**src/rtl/mmcm_drp_pkg.sv**
```systemverilog
// Shared definitions for the MMCM/PLL DRP initiator and responder.
// Contents: DRP register address map constants and the responder FSM state enum.
package mmcm_drp_pkg;

    localparam logic [6:0] CLKOUT0_REG1  = 7'h08;
    localparam logic [6:0] CLKOUT0_REG2  = 7'h09;
    localparam logic [6:0] CLKFBOUT_REG1 = 7'h14;
    localparam logic [6:0] CLKFBOUT_REG2 = 7'h15;
    localparam logic [6:0] DIVCLK_REG    = 7'h16;
    localparam logic [6:0] LOCK_REG1     = 7'h18;
    localparam logic [6:0] LOCK_REG2     = 7'h19;
    localparam logic [6:0] LOCK_REG3     = 7'h1A;
    localparam logic [6:0] POWER_REG     = 7'h28;
    localparam logic [6:0] FILT_REG1     = 7'h4E;
    localparam logic [6:0] FILT_REG2     = 7'h4F;

    typedef enum logic [1:0] {
        IDLE = 2'd0,
        BUSY = 2'd1,
        RESP = 2'd2
    } drp_state_t;

endpackage

```
**src/rtl/mmcm_lock_model.sv**
```systemverilog
// LOCKED model for the MMCM/PLL primitive.
// Ports:
//   dclk     - clock
//   rst_n    - asynchronous active-low reset
//   rst_mmcm - modelled primitive RST (active-high); holds the lock counter at 0
//   restart  - one-cycle strobe that drops locked and restarts the lock count
//   locked   - high once LOCK_DELAY cycles have elapsed since RST/restart released
module mmcm_lock_model #(
    parameter int unsigned LOCK_DELAY = 64
) (
    input  logic dclk,
    input  logic rst_n,
    input  logic rst_mmcm,
    input  logic restart,
    output logic locked
);

    localparam logic [15:0] LOCK_TARGET = 16'(LOCK_DELAY);

    logic [15:0] lock_cnt;

    // Counter saturates at the target, so locked is simply "target reached".
    always_ff @(posedge dclk or negedge rst_n) begin
        if (!rst_n) begin
            lock_cnt <= '0;
        end else if (rst_mmcm || restart) begin
            lock_cnt <= '0;
        end else if (lock_cnt != LOCK_TARGET) begin
            lock_cnt <= lock_cnt + 16'd1;
        end
    end

    assign locked = (lock_cnt == LOCK_TARGET);

endmodule

```
**src/rtl/mmcm_drp_responder.sv**
```systemverilog
// Responder side of the MMCME2/PLLE2 DRP port: 128 x 16 register image,
// DRDY after DRDY_LATENCY dclk cycles, and a LOCKED model around rst_mmcm.
// Optional feature macro: MMCM_DRP_WRITE_GUARD_EN (a write accepted while
// rst_mmcm=0 sets err and restarts the lock sequence).
// Ports:
//   dclk, rst_n          - clock, asynchronous active-low reset
//   den, dwe, daddr, din - DRP request (sampled together with den)
//   dout, drdy           - response; dout is zero outside the drdy cycle
//   rst_mmcm, locked     - modelled primitive RST and LOCKED
//   err                  - sticky protocol-error flag
//   wr_count             - completed-write counter (wraps)
import mmcm_drp_pkg::*;

module mmcm_drp_responder #(
    parameter int unsigned DRDY_LATENCY = 4,
    parameter int unsigned LOCK_DELAY   = 64,
    parameter int unsigned ADDR_W       = 7
) (
    input  logic              dclk,
    input  logic              rst_n,
    input  logic              den,
    input  logic              dwe,
    input  logic [ADDR_W-1:0] daddr,
    input  logic [15:0]       din,
    output logic [15:0]       dout,
    output logic              drdy,
    input  logic              rst_mmcm,
    output logic              locked,
    output logic              err,
    output logic [7:0]        wr_count
);

    localparam int unsigned DEPTH    = 1 << ADDR_W;
    localparam logic [3:0]  LAT_LOAD = 4'(DRDY_LATENCY - 1);

    drp_state_t        state, state_next;
    logic [3:0]        lat_cnt, lat_cnt_next;
    logic              accept;
    logic              bad_den;
    logic              restart;
    logic [ADDR_W-1:0] lat_addr;
    logic [15:0]       lat_din;
    logic              lat_we;
    logic [15:0]       image [DEPTH];

    // A den in the RESP cycle is accepted: the FSM is back in IDLE at that
    // edge, which gives gap-free back-to-back transactions. Only BUSY rejects.
    always_comb begin
        state_next   = state;
        lat_cnt_next = lat_cnt;
        accept       = 1'b0;
        bad_den      = 1'b0;
        case (state)
            IDLE: begin
                accept = den;
            end
            BUSY: begin
                lat_cnt_next = lat_cnt - 4'd1;
                bad_den      = den;
                // Leave when the counter reaches zero on this edge.
                if (lat_cnt <= 4'd1) begin
                    state_next = RESP;
                end
            end
            RESP: begin
                state_next = IDLE;
                accept     = den;
            end
            default: begin
                state_next = IDLE;
            end
        endcase
        if (accept) begin
            lat_cnt_next = LAT_LOAD;
            state_next   = (DRDY_LATENCY == 1) ? RESP : BUSY;
        end
    end

    always_ff @(posedge dclk or negedge rst_n) begin
        if (!rst_n) begin
            state   <= IDLE;
            lat_cnt <= '0;
        end else begin
            state   <= state_next;
            lat_cnt <= lat_cnt_next;
        end
    end

`ifdef MMCM_DRP_WRITE_GUARD_EN
    assign restart = accept & dwe & ~rst_mmcm;
`else
    assign restart = 1'b0;
`endif

    always_ff @(posedge dclk or negedge rst_n) begin
        if (!rst_n) begin
            lat_addr <= '0;
            lat_din  <= '0;
            lat_we   <= 1'b0;
            err      <= 1'b0;
            wr_count <= '0;
            for (int unsigned i = 0; i < DEPTH; i++) begin
                image[i] <= '0;
            end
        end else begin
            if (accept) begin
                lat_addr <= daddr;
                lat_din  <= din;
                lat_we   <= dwe;
            end
            if (bad_den || restart) begin
                err <= 1'b1;
            end
            if (state == RESP && lat_we) begin
                image[lat_addr] <= lat_din;
                wr_count        <= wr_count + 8'd1;
            end
        end
    end

    assign drdy = (state == RESP);
    assign dout = (drdy && !lat_we) ? image[lat_addr] : '0;

    mmcm_lock_model #(
        .LOCK_DELAY(LOCK_DELAY)
    ) u_lock (
        .dclk    (dclk),
        .rst_n   (rst_n),
        .rst_mmcm(rst_mmcm),
        .restart (restart),
        .locked  (locked)
    );

endmodule

```
**config.mk**
```make
export PLATFORM = sky130hd
export DESIGN_NAME = mmcm_drp_responder
export DESIGN_NICKNAME = d
export VERILOG_FILES = /design/src/rtl/mmcm_drp_pkg.sv /design/src/rtl/mmcm_lock_model.sv /design/src/rtl/mmcm_drp_responder.sv
export SDC_FILE = /design/constraint.sdc
export NUM_CORES = 2
export LEC_CHECK = 0
export ABC_AREA = 1
export CAP_MARGIN = 40
export CORE_MARGIN = 2
export CORE_UTILIZATION = 28
export CTS_CLUSTER_DIAMETER = 60
export CTS_CLUSTER_SIZE = 16
export DETAILED_ROUTE_END_ITERATION = 8
export GPL_ROUTABILITY_DRIVEN = 0
export PLACE_DENSITY = 0.42
export SLEW_MARGIN = 20
export SYNTH_ARGS = -nofsm -noshare
export SYNTH_HDL_FRONTEND = slang
export SYNTH_SLANG_ARGS = --single-unit
```
**constraint.sdc**
```tcl
create_clock -name dclk -period 2.4 [get_ports dclk]
set_input_delay 0.36 -clock dclk [delete_from_list [all_inputs] [get_ports dclk]]
set_output_delay 0.36 -clock dclk [all_outputs]
set_load 0.005 [all_outputs]
```
Yosys cells after proc, flatten, opt, wreduce, memory -nomap -nowiden
Index checks and enable logic that the tools add are counted.
W data, S select, Z words.
- register bits: 2103
- input bits: 28
- logic and storage cells: 174
- output and inout port bits: 27
- equal/unequal tests: 6
- add/subtract/negate cells: 3
- bitwise logic cells: 1
- reduce and logical (&&, ||, !) cells: 9
- $lt $le $gt $ge: 3
- mux-type cells: 16
- operators by type and width (cell ; number):
    $bwmux W2048 ; 1
    $bmux W16 S7 ; 1
    $demux W16 S7 ; 1
    $mux W16 ; 6
    $add A16 B1 Y16 const B ; 1
    $eq A16 B7 Y1 const B ; 1
    $ne A16 B7 Y1 const B ; 1
    $add A8 B1 Y8 const B ; 1
    $ge A8 B8 Y1 const B ; 1
    $lt A8 B1 Y1 const B ; 1
    $mux W4 ; 2
    $not A7 Y8 ; 1
    $le A4 B1 Y1 const B ; 1
    $mux W2 ; 2
    $pmux W2 S2 ; 1
    $reduce_bool A2 Y1 ; 2
    $sub A4 B1 Y4 const B ; 1
    $logic_and A1 B1 Y1 ; 3
    $ne A3 B3 Y1 const B ; 1
    $eq A2 B1 Y1 const B ; 1
    $eq A2 B2 Y1 const B ; 1
    $logic_not A2 Y1 ; 1
    $mux W1 ; 2
    $ne A2 B2 Y1 const B ; 1
    3 further kinds ; 3

Longest topological paths before layout
- depth in word-level cells: 6
- gate-level depth with buffers: 17
- gate-level depth less buffers: 13

Modules after synthesis
From an unflattened synthesis, not the netlist that was laid out.
- cell total of the unflattened synthesis: 13523
- area, all modules: 99080.0 µm²
- modules (own cells, without submodules) (module ; cells an instance ; times used ; seq. area each (µm²) ; area an instance (µm²)):
    mmcm_drp_responder ; 13367 ; 1 ; 52225.1 ; 98075.3
    mmcm_lock_model ; 156 ; 1 ; 400.4 ; 1004.7

Worst setup path after synthesis
OpenSTA, ideal clock, no wires.
- kind: reg2out
- from: register lat_addr[0]
- to: output port dout[3]
- buffers on the path: 4
- stages on the path, launching flop included: 18
- setup slack: 255 ps
- data required time: 2040 ps
- data arrival time: 1785 ps
- path through: dfrtp_1 -> buf_4 -> inv_2 -> buf_4 -> buf_2 -> buf_4 -> nand2_1 -> nand2_1 -> nand2_1 -> nand2_1 -> nand2_1 -> nand2_1 -> nand2_1 -> nand2_1 -> o21ai_0 -> nand2_1 -> nor2_1 -> nor2_1
- cells in the longest elaborated chain, start to end: 5
- ends and longest elaborated chain (item ; line ; text):
    start: declaration ; mmcm_drp_responder.sv:41 ; logic [ADDR_W-1:0] lat_addr;
    start signal: assignment ; mmcm_drp_responder.sv:107 ; lat_addr <= daddr;
    $not A7 Y8 (not written as such) ; mmcm_drp_responder.sv:122 ; assign dout = (drdy && !lat_we) ? image[lat_addr] : '0;
    $bmux W16 S7 ; mmcm_drp_responder.sv:122 ;
    $mux W16 (not written as such) (2 in series) ; mmcm_drp_responder.sv:122 ;
    $mux W16 ; mmcm_drp_responder.sv:122 ;
    end: declaration ; mmcm_drp_responder.sv:25 ; output logic [15:0] dout,
Every way passes these cells. The select of a mux whose other input is x is not followed.

Final worst setup path
- from: register lat_addr[0]
- to: output port dout[12]
Same word-level chain as after synthesis.

==> results.sh <==
export IMPL_status="complete, but fails checks"
export IMPL_violations="setup timing"
export IMPL_timing_final_crit_period_ps=4010
export IMPL_worst_slew_margin_rel_pct=49.2
export IMPL_worstSkewPairLatency_ps=960
export IMPL_postSynthRegisterBits=2103
export IMPL_core_area_mm2=0.352
export IMPL_sequential_area_share_after_synthesis_pct=53.3
export IMPL_grt_max_degree=119
export IMPL_floorplan_initialDensity_pct=28.1
export IMPL_report_power_total_mw=122
export IMPL_fraction_of_final_layout_cells_sized_beyond_drive_strength_1_pct=13.6
export IMPL_stdcell_area_mm2=0.126
export IMPL_detail_route_antenna_nets=0
export IMPL_max_slew_worst_pin_slew_ps=761
export IMPL_hp_class="in2reg"
export IMPL_die_height_um=598
export IMPL_slowest_stage="dfrtp_4"
export IMPL_p_leak_nw=62.4
export IMPL_async_reset_ff_share_pct=100
export IMPL_fin_nets=13800
export IMPL_drt_first_pass_iters=6
export IMPL_timing_critical_path_buf_inv=8
export IMPL_tritoncts_num_sinks=2103
export IMPL_vdd_drop_max_v=0.000784
export IMPL_layout_commonest_cell="nand2_1"
export IMPL_global_route_wire_length_before_repair_mm=584
export IMPL_h_tree_depth=4
export IMPL_post_synth_inst_count=13500
export IMPL_cts_inserted_buffers=235
export IMPL_final_max_slew_viol_count=0
export IMPL_detailroute_via_count=87500
export IMPL_std_cell_rows=218
export IMPL_hold_violations=0
export IMPL_worst_path_most_repeated_cell="nand2_1"
export IMPL_grt_usage_pct=21.5
export IMPL_port_buffers=54
export IMPL_timing_critical_path_from_type="flop"
export IMPL_synth_cell_types=33
export IMPL_die_width_um=598
export IMPL_avgViaCountPerCell=4.70
export IMPL_crit_family="buffers and inverters"
export IMPL_critPathArrivalTime_ps=3650
export IMPL_cp_cell_sequence="buf_12 > clkinv_16 > buf_16 > buf_12 > buf_12 > nand2_1 > nand2_1 > nand2_1 > nand2_1 > nand2_1 > nand2_2 > nand2_4 > nand4_1 > buf_6 > nand2_4 > nand2_4 > buf_12 > nor2_4 > nor2_2 > buf_6"
export IMPL_timing_rr_start="lat_addr[0]"
export IMPL_place_area_mm2=0.112
export IMPL_area_of_the_mapped_netlist_mm2=0.0988
export IMPL_powerDensity_mw_per_mm2=969
export IMPL_layout_cells_most_common_list="nand2_1 (7513), dfrtp_1 (2099), o21ai_0 (1921), buf_4 (505), buf_12 (348)"
export IMPL_drt_iter0_drc=7757
export IMPL_synth_main_ff_cell="dfrtp_1"
export IMPL_total_of_endpoints_with_negative_setup_slack_in_the_final_report=283
export IMPL_clk_transition_reported_paths_ps=70
export IMPL_global_route_overflow_total=0
export IMPL_areaGrowthSynthToFinish_pct=27.1
export IMPL_critical_path_peak_fanout=10
export IMPL_mappedNetlistNets=13500
export IMPL_route_detailed_wl_per_inst_um=21.3
export IMPL_floorplan_io_pins=55
export IMPL_synthesized_area_per_cell_um2=7.34
export IMPL_drt_wl_total_mm=395
export IMPL_finClkSkew_ps=88.4
export IMPL_crit_path_start="lat_addr[0]"
export IMPL_crit_path_max_incr_delay_ps=470
export IMPL_place_detailed_hpwl_mm=250
export IMPL_setup_ws_ps=-1610
export IMPL_hp_start="rst_mmcm"
export IMPL_clock_fmax_mhz=249
export IMPL_data_required_time_at_the_worst_endpoint_ps=2040
export IMPL_cap_viol_max_count=0
export IMPL_cts_tree="yes"
export IMPL_timing_critical_path_to_type="output pin"
export IMPL_drc_errors=0
export IMPL_min_period_over_period_pct=167
export IMPL_synth_enable_flop_cells=0
export IMPL_max_clock_path_buffers=4
export IMPL_fp_dieArea_mm2=0.358
export IMPL_grt_pass1_vias=84300
export IMPL_setup_worst_path_class="reg2out"
export IMPL_antenna_found_initial=12
export IMPL_setup_tns_ps=-49410
export IMPL_synthesis_yosys_warnings=0
export IMPL_grt_setup_unrepaired="true"
export IMPL_clk_root_buffer_cell="clkbuf_16"
==> final timing paths <==
check,end,slack (ps),depth (start not counted)
setup / recovery,dout[12],-1610,20
hold / removal,u_lock.lock_cnt[3],160,2
setup reg to reg,image[745],-200,11
hold reg to reg,u_lock.lock_cnt[15],460,1
max in group asynchronous,image[1812],1350,4
min in group asynchronous,image[855],220,3
==> final cells by class <==
class,count,area [um2]
multi-input cells,10200,43100
inverters,112,547
clock buffers,265,6200
clock inverters,176,2210
repair inverters,2,46.3
diodes,9,22.5
repair buffers,1100,15100
fillers,37300,226000
flip-flops and latches,2103,52600
well taps,4620,5780
==> flip-flops by register name (all words and copies together) (netlist names) <==
register and count:
image 2048, lat_din 16, err 1, lat_addr 7, lat_we 1, lat_cnt 4, wr_count 8, u_lock.lock_cnt 16
state 2
==> cell usage after synthesis (all sizes together), types with 3 or more instances <==
cell / count / area share (%)
nand2: 7824 / 30
o21ai: 2137 / 11
dfrtp: 2103 / 53
clkbuf: 803 / 3.1
buf: 244 / 1.3
inv: 109 / 0.41
nor2: 105 / 0.42
nand3: 56 / 0.28
a21oi: 25 / 0.13
nand4: 23 / 0.15
nor4: 8 / 0.14
or2: 7 / 0.044
ha: 5 / 0.063
nor3: 4 / 0.043
xnor2: 4 / 0.035
xor2: 4 / 0.035
clkinv: 3 / 0.011
==> layer usage <==
metal,up-vias,global-route usage [%],wire [um]
met4,0,5.07,10600
met5,-,0,0
met2,1732,33.9,177000
met1,42600,31.5,191000
li1,42800,-,-
met3,421,2.11,16300
==> logic make-up after synthesis <==
family / count (synthesis) / synth area share (%)
AOI/OAI and AO/OA: 2166 / 11.0
xor gates and xnor gates: 8 / 0.0709
adders and majority gates: 5 / 0.0633
buffers and inverters: 1159 / 4.77
DFF: 2103 / 53.3
muxes: 1 / 0.0114
and+or+nand+nor: 8028 / 30.8
==> metrics by stage <==
stage          instances  hold WS [ps]  utilization [%]  setup slack [ps]
5_1_grt            18600           136             35.7             -1750
4_1_cts            18500          73.7             35.0             -2060
3_5_place_dp       18000           260             31.8             -1450
6_report           18600           163             35.7             -1610
3_3_place_gp       18000           265             31.8             -1450
2_1_floorplan      13500          64.4                -               255
==> power breakdown <==
part / total, mW / internal [mW] / switching [mW]
Clock: 39.9 / 22.1 / 17.8
Sequential: 37.8 / 36.8 / 0.962
Combinational: 44.1 / 14.3 / 29.9
Total: 122 / 73.2 / 48.6
==> timing repair <==
item / 4_1_cts / 5_1_grt
gates resized for setup: 395 / 410
cloned: 35 / 42
endpoints found under the hold margin: 1931 / 0
buffers inserted: 43 / 58
setup endpoints to repair: 236 / 1139
hold buffers: 20 / 0
pin swaps: 39 / 119
(Power assumes the default switching activity.)
